--- config.mk ---
export PLATFORM = sky130hd
export DESIGN_NAME = amiga_clock_phase_gen
export DESIGN_NICKNAME = d
export VERILOG_FILES = /design/src/rtl/amiga_clock_phase_gen.sv
export SDC_FILE = /design/constraint.sdc
export NUM_CORES = 1
export LEC_CHECK = 0
export CAP_MARGIN = 0
export CORE_MARGIN = 1
export CORE_UTILIZATION = 51
export DETAILED_ROUTE_END_ITERATION = 8
export GPL_TIMING_DRIVEN = 0
export PLACE_DENSITY = 0.78
export SYNTH_ARGS = -nofsm -noshare
export SYNTH_HDL_FRONTEND = slang
export SYNTH_SLANG_ARGS = --single-unit
--- constraint.sdc ---
create_clock -name hclkin -period 2.75 [get_ports hclkin]
set_input_delay 0.275 -clock hclkin [delete_from_list [all_inputs] [get_ports hclkin]]
set_output_delay 0.275 -clock hclkin [all_outputs]
set_load 0.05 [all_outputs]
--- src/rtl/amiga_clock_phase_gen.sv ---
// amiga_clock_phase_gen
//
// Derives the Amiga bus clock set (C7M, CDAC, CCK, CCKQ) from the 28 MHz
// master clock. The block also produces single-cycle enable strobes and a
// phase index, so downstream logic can run on hclkin alone and use enables.
// After reset it holds all outputs idle for a startup period. A resync input
// realigns the phase counter to an external reference.
//
// Ports:
//   hclkin      in   master clock (28.375 MHz PAL / 28.636 MHz NTSC)
//   resetn      in   asynchronous active-low reset
//   resync_req  in   one-cycle pulse; the next phase becomes 0
//   ready       out  high once the startup hold-off has completed
//   phase       out  current phase index 0..7
//   c7m         out  7 MHz clock, high in phases 0,1,4,5
//   cdac        out  C7M delayed by one cycle, high in phases 1,2,5,6
//   cck         out  colour clock, high in phases 0..3
//   cckq        out  CCK delayed by two cycles, high in phases 2..5
//   cck_rise    out  strobe in phase 0
//   cck_fall    out  strobe in phase 4
//   c7m_rise    out  strobe in phases 0 and 4
//   sync_err    out  sticky: a resync moved the phase away from its natural wrap
//
// State table:
//   state       | meaning
//   ST_STARTUP  | hold-off after reset; phase held at 0, all outputs idle
//   ST_RUN      | free-running phase counter, outputs decoded from phase

module amiga_clock_phase_gen #(
    parameter int STARTUP_CYCLES = 16
) (
    input  logic       hclkin,
    input  logic       resetn,
    input  logic       resync_req,
    output logic       ready,
    output logic [2:0] phase,
    output logic       c7m,
    output logic       cdac,
    output logic       cck,
    output logic       cckq,
    output logic       cck_rise,
    output logic       cck_fall,
    output logic       c7m_rise,
    output logic       sync_err
);

    localparam int CNT_W = (STARTUP_CYCLES < 1) ? 1 : $clog2(STARTUP_CYCLES + 1);
    localparam logic [CNT_W-1:0] CNT_TC = CNT_W'(STARTUP_CYCLES);

    localparam logic [0:0] ST_STARTUP = 1'b0;
    localparam logic [0:0] ST_RUN     = 1'b1;

    logic [0:0]       state;
    logic [0:0]       state_next;
    logic [CNT_W-1:0] start_cnt;
    logic [CNT_W-1:0] start_cnt_next;
    logic [CNT_W-1:0] cnt_inc;
    logic [2:0]       phase_next;
    logic             sync_err_next;
    logic             run_next;

    assign cnt_inc = start_cnt + CNT_W'(1);

    always_comb begin
        state_next     = state;
        start_cnt_next = start_cnt;
        phase_next     = phase;
        sync_err_next  = sync_err;
        if (state == ST_STARTUP) begin
            // resync_req is ignored here; the phase stays parked at 0.
            phase_next     = 3'd0;
            start_cnt_next = cnt_inc;
            if (cnt_inc == CNT_TC) begin
                state_next = ST_RUN;
            end
        end else begin
            if (resync_req) begin
                phase_next = 3'd0;
                // A resync in phase 7 matches the natural wrap, so it is not an error.
                if (phase != 3'd7) begin
                    sync_err_next = 1'b1;
                end
            end else begin
                phase_next = phase + 3'd1;
            end
        end
    end

    assign run_next = (state_next == ST_RUN);

    always_ff @(posedge hclkin or negedge resetn) begin
        if (!resetn) begin
            state     <= ST_STARTUP;
            start_cnt <= '0;
        end else begin
            state     <= state_next;
            start_cnt <= start_cnt_next;
        end
    end

    // Every output register is decoded from phase_next, so it stays aligned
    // with the registered phase value in the same cycle.
    always_ff @(posedge hclkin or negedge resetn) begin
        if (!resetn) begin
            ready    <= 1'b0;
            phase    <= 3'd0;
            c7m      <= 1'b0;
            cdac     <= 1'b0;
            cck      <= 1'b0;
            cckq     <= 1'b0;
            cck_rise <= 1'b0;
            cck_fall <= 1'b0;
            c7m_rise <= 1'b0;
            sync_err <= 1'b0;
        end else begin
            ready    <= run_next;
            phase    <= phase_next;
            c7m      <= run_next & ~phase_next[1];
            cdac     <= run_next & (phase_next[1] ^ phase_next[0]);
            cck      <= run_next & ~phase_next[2];
            cckq     <= run_next & (phase_next[2] ^ phase_next[1]);
            cck_rise <= run_next & (phase_next == 3'd0);
            cck_fall <= run_next & (phase_next == 3'd4);
            c7m_rise <= run_next & (phase_next[1:0] == 2'd0);
            sync_err <= sync_err_next;
        end
    end

endmodule

==> impl_metrics.yaml <==
sta:
  relSlewSlack_pct: 51.5
  post-route-period-util_pct: 63.8
  finalCriticalPeriod_ns: 1.76
  worstMarginPinSlew_ns: 0.725
  final-setup-viol-count: 0
  fmax_mhz: 570
  slew_viol_final: 0
  rsz0062_at_grt: "no"
  hold_viol: 0
  finalClockSkew_ns: 0.000636
  setup_tns_ns: 0
die:
  coreArea_mm2: 0.00132
  die_area_mm2: 0.00158
  die_h_um: 39.7
  ios: 15
  start_util_pct: 55.1
  die_x_um: 39.7
  num_rows: 13
placed_design:
  portBuffers: 14
  gp_congestion: 0.778
  dp.cells: 85
  postPlaceCellArea_um2: 885
  dpl.hpwl_um: 856
clock_tree:
  cts_tree: "built"
  cts.sinks: 17
  clk_pin_slew_ns: 0.09
  htreeDepth: 1
  clkLatencyLatePin_ns: 0.28
  cts_setup_buffers: 0
  cts_root_buffer: "clkbuf_4"
  cts_resized: 0
  cts_hold_buf: 0
  clockBufferDepth: 2
  numCtsBuffers: 3
global_routing:
  grt_pass1_wl_um: 1820
  grtUsageTotal_pct: 19.0
  antenna_found_initial: 0
  grt_pass1_vias: 439
  grt-ovfl-total: 0
  grt_max_degree: 18
routing:
  first_pass_iters: 2
  drtIter0Drc: 1
  wl_per_cell_um: 12.8
  ant_nets: 0
  drt-total-wl_um: 1140
  vias: 453
  drc_errors: 0
  detail_route.vias_per_cell: 5.09
layout:
  stdcell_area_um2: 911
  nFillCells: 102
  post_route_cells_drive_above_1_share_pct: 6.76
  diodes: 0
  post-route-util_pct: 69.1
  regArea_um2: 425
  area_growth_syn_to_layout_pct: 25.5
  finalNonFillerCells: 89
  multi_input_area_um2: 282
  final_nets: 83
setup_path:
  cp_cell_sequence: "clkdlybuf4s50_1"
  worst_ep_required_time_ns: 2.48
  critPathMaxStageDelay_ns: 0.81
  worstPathMaxFanout: 2
  critPathBufInv: 1
  r2r-end: "cck_rise"
  cpMaxStageDelayCell: "clkdlybuf4s50_1"
  endpoint_kind: "primary output"
  critPathTopFamily: "buffers and inverters"
  r2r-start: "start_cnt[0]"
  reg2reg_depth: 5
  cp.arrival_ns: 1.48
  crit_path_start_kind: "register"
  worstSetupPathType: "reg2out"
  r2r_slack_ns: 1.15
hold_path:
  hp-class: "in2async"
synth:
  syn-num-nets: 64
  ys_warn_count: 0
  synth_seq_area_share_pct: 58.6
  ys_types: 21
  syn_area_per_cell_um2: 13.0
  yosys_register_bits: 17
  synthTopCellsByArea: "dfrtp_1 59%, ha_1 8.6%, xnor2_1 6.0%, and2_1 3.4%, nand2b_1 2.6%"
  synthCells: 56
  yosys.area.top_type: "dfrtp_1"
  syn-cell-area_um2: 726
  synth_top_area_share_pct: 58.6
power_and_ir_drop:
  ir_drop_v: 0.000445
  powerDensity_mw_per_mm2: 573
  power_leakage_nw: 0.423
outcome:
  status: "finished clean"
run:
  cap_violations: 0
kinds of logic after synthesis:
kind of cell / share of synthesized area, %
simple gates: 16.4
flops: 58.6
xor+xnor: 7.24
fa+ha+maj: 8.62
compound gates: 5.00
buf+inv: 2.59
mux: 1.55
metrics by stage:
step,total power [mW],hold slack [ns],setup WS [ns]
3_3_place_gp,0.395,0.463,1.15
5_1_grt,0.547,0.465,0.932
4_1_cts,0.528,0.433,0.978
6_report,0.522,0.415,0.994
3_5_place_dp,0.398,0.475,1.11
2_1_floorplan,0.353,-0.0206,1.12
layout make-up:
cell class	instances	share of cell area [%]
flip-flops and latches	17	46.7
well taps	15	2.06
inverters	2	0.824
plain buffers	1	1.24
clock buffers	4	2.88
multi-input cells	36	30.9
repair buffers	14	15.4
sequential cells by signal, summed over array words and instances (netlist names):
| signal | flops |
|---|---|
| ready | 1 |
| sync_err | 1 |
| c7m | 1 |
| c7m_rise | 1 |
| cckq | 1 |
| cck | 1 |
| phase | 3 |
| cck_rise | 1 |
| start_cnt | 5 |
| cck_fall | 1 |
| cdac | 1 |
worst max path at each step:
stage | from | to | slack, ns | depth (start not counted)
6_report | ready | ready | 0.99 | 1
5_1_grt | ready | ready | 0.93 | 1
4_1_cts | ready | ready | 0.98 | 1
3_5_place_dp | resync_req | cdac | 1.11 | 5
3_3_place_gp | resync_req | cdac | 1.15 | 5
2_1_floorplan | ready | cdac | 1.12 | 5
cells in the final DEF (no fill, tap or decap), drive strengths merged:
cell	n
nand2b	3
ha	5
a2bb2oi	1
and3	2
clkdlybuf4s50	14
inv	2
xor2	1
a21oi	1
and2	4
o21bai	1
and3b	1
nand3	1
clkbuf	4
o2111ai	1
nor2	3
xnor2	5
nand4b	1
dfrtp	17
buf	1
mux2	1
nand2	2
nor2b	2
nor4b	1
synth_stat cells (all sizes together):
master and n:
ha 5, buf 1, dfrtp 17, nand4b 1, and2 4, nor2 3, a21oi 1, o2111ai 1
inv 2, nor2b 2, mux2 1, nand3 1, nand2 2, a2bb2oi 1, and3 2, xnor2 5
nand2b 3, o21bai 1, and3b 1, nor4b 1, xor2 1
per-layer routing:
metal,up-vias,part of all wire [%],global-route usage [%]
met2,12,49,30.3
li1,224,-,-
met1,215,45,20.7
met4,0,1.0,7.76
met5,-,0,0
met3,2,4.5,10.2
power breakdown:
group          leakage (nW)  total [mW]  switching [mW]  internal, mW
clock                0.0150       0.130          0.0735        0.0563
combinational         0.205       0.121          0.0799        0.0416
sequential            0.203       0.270         0.00543         0.265
total                 0.423       0.522           0.159         0.363
Power figures use the tool's default switching activity.
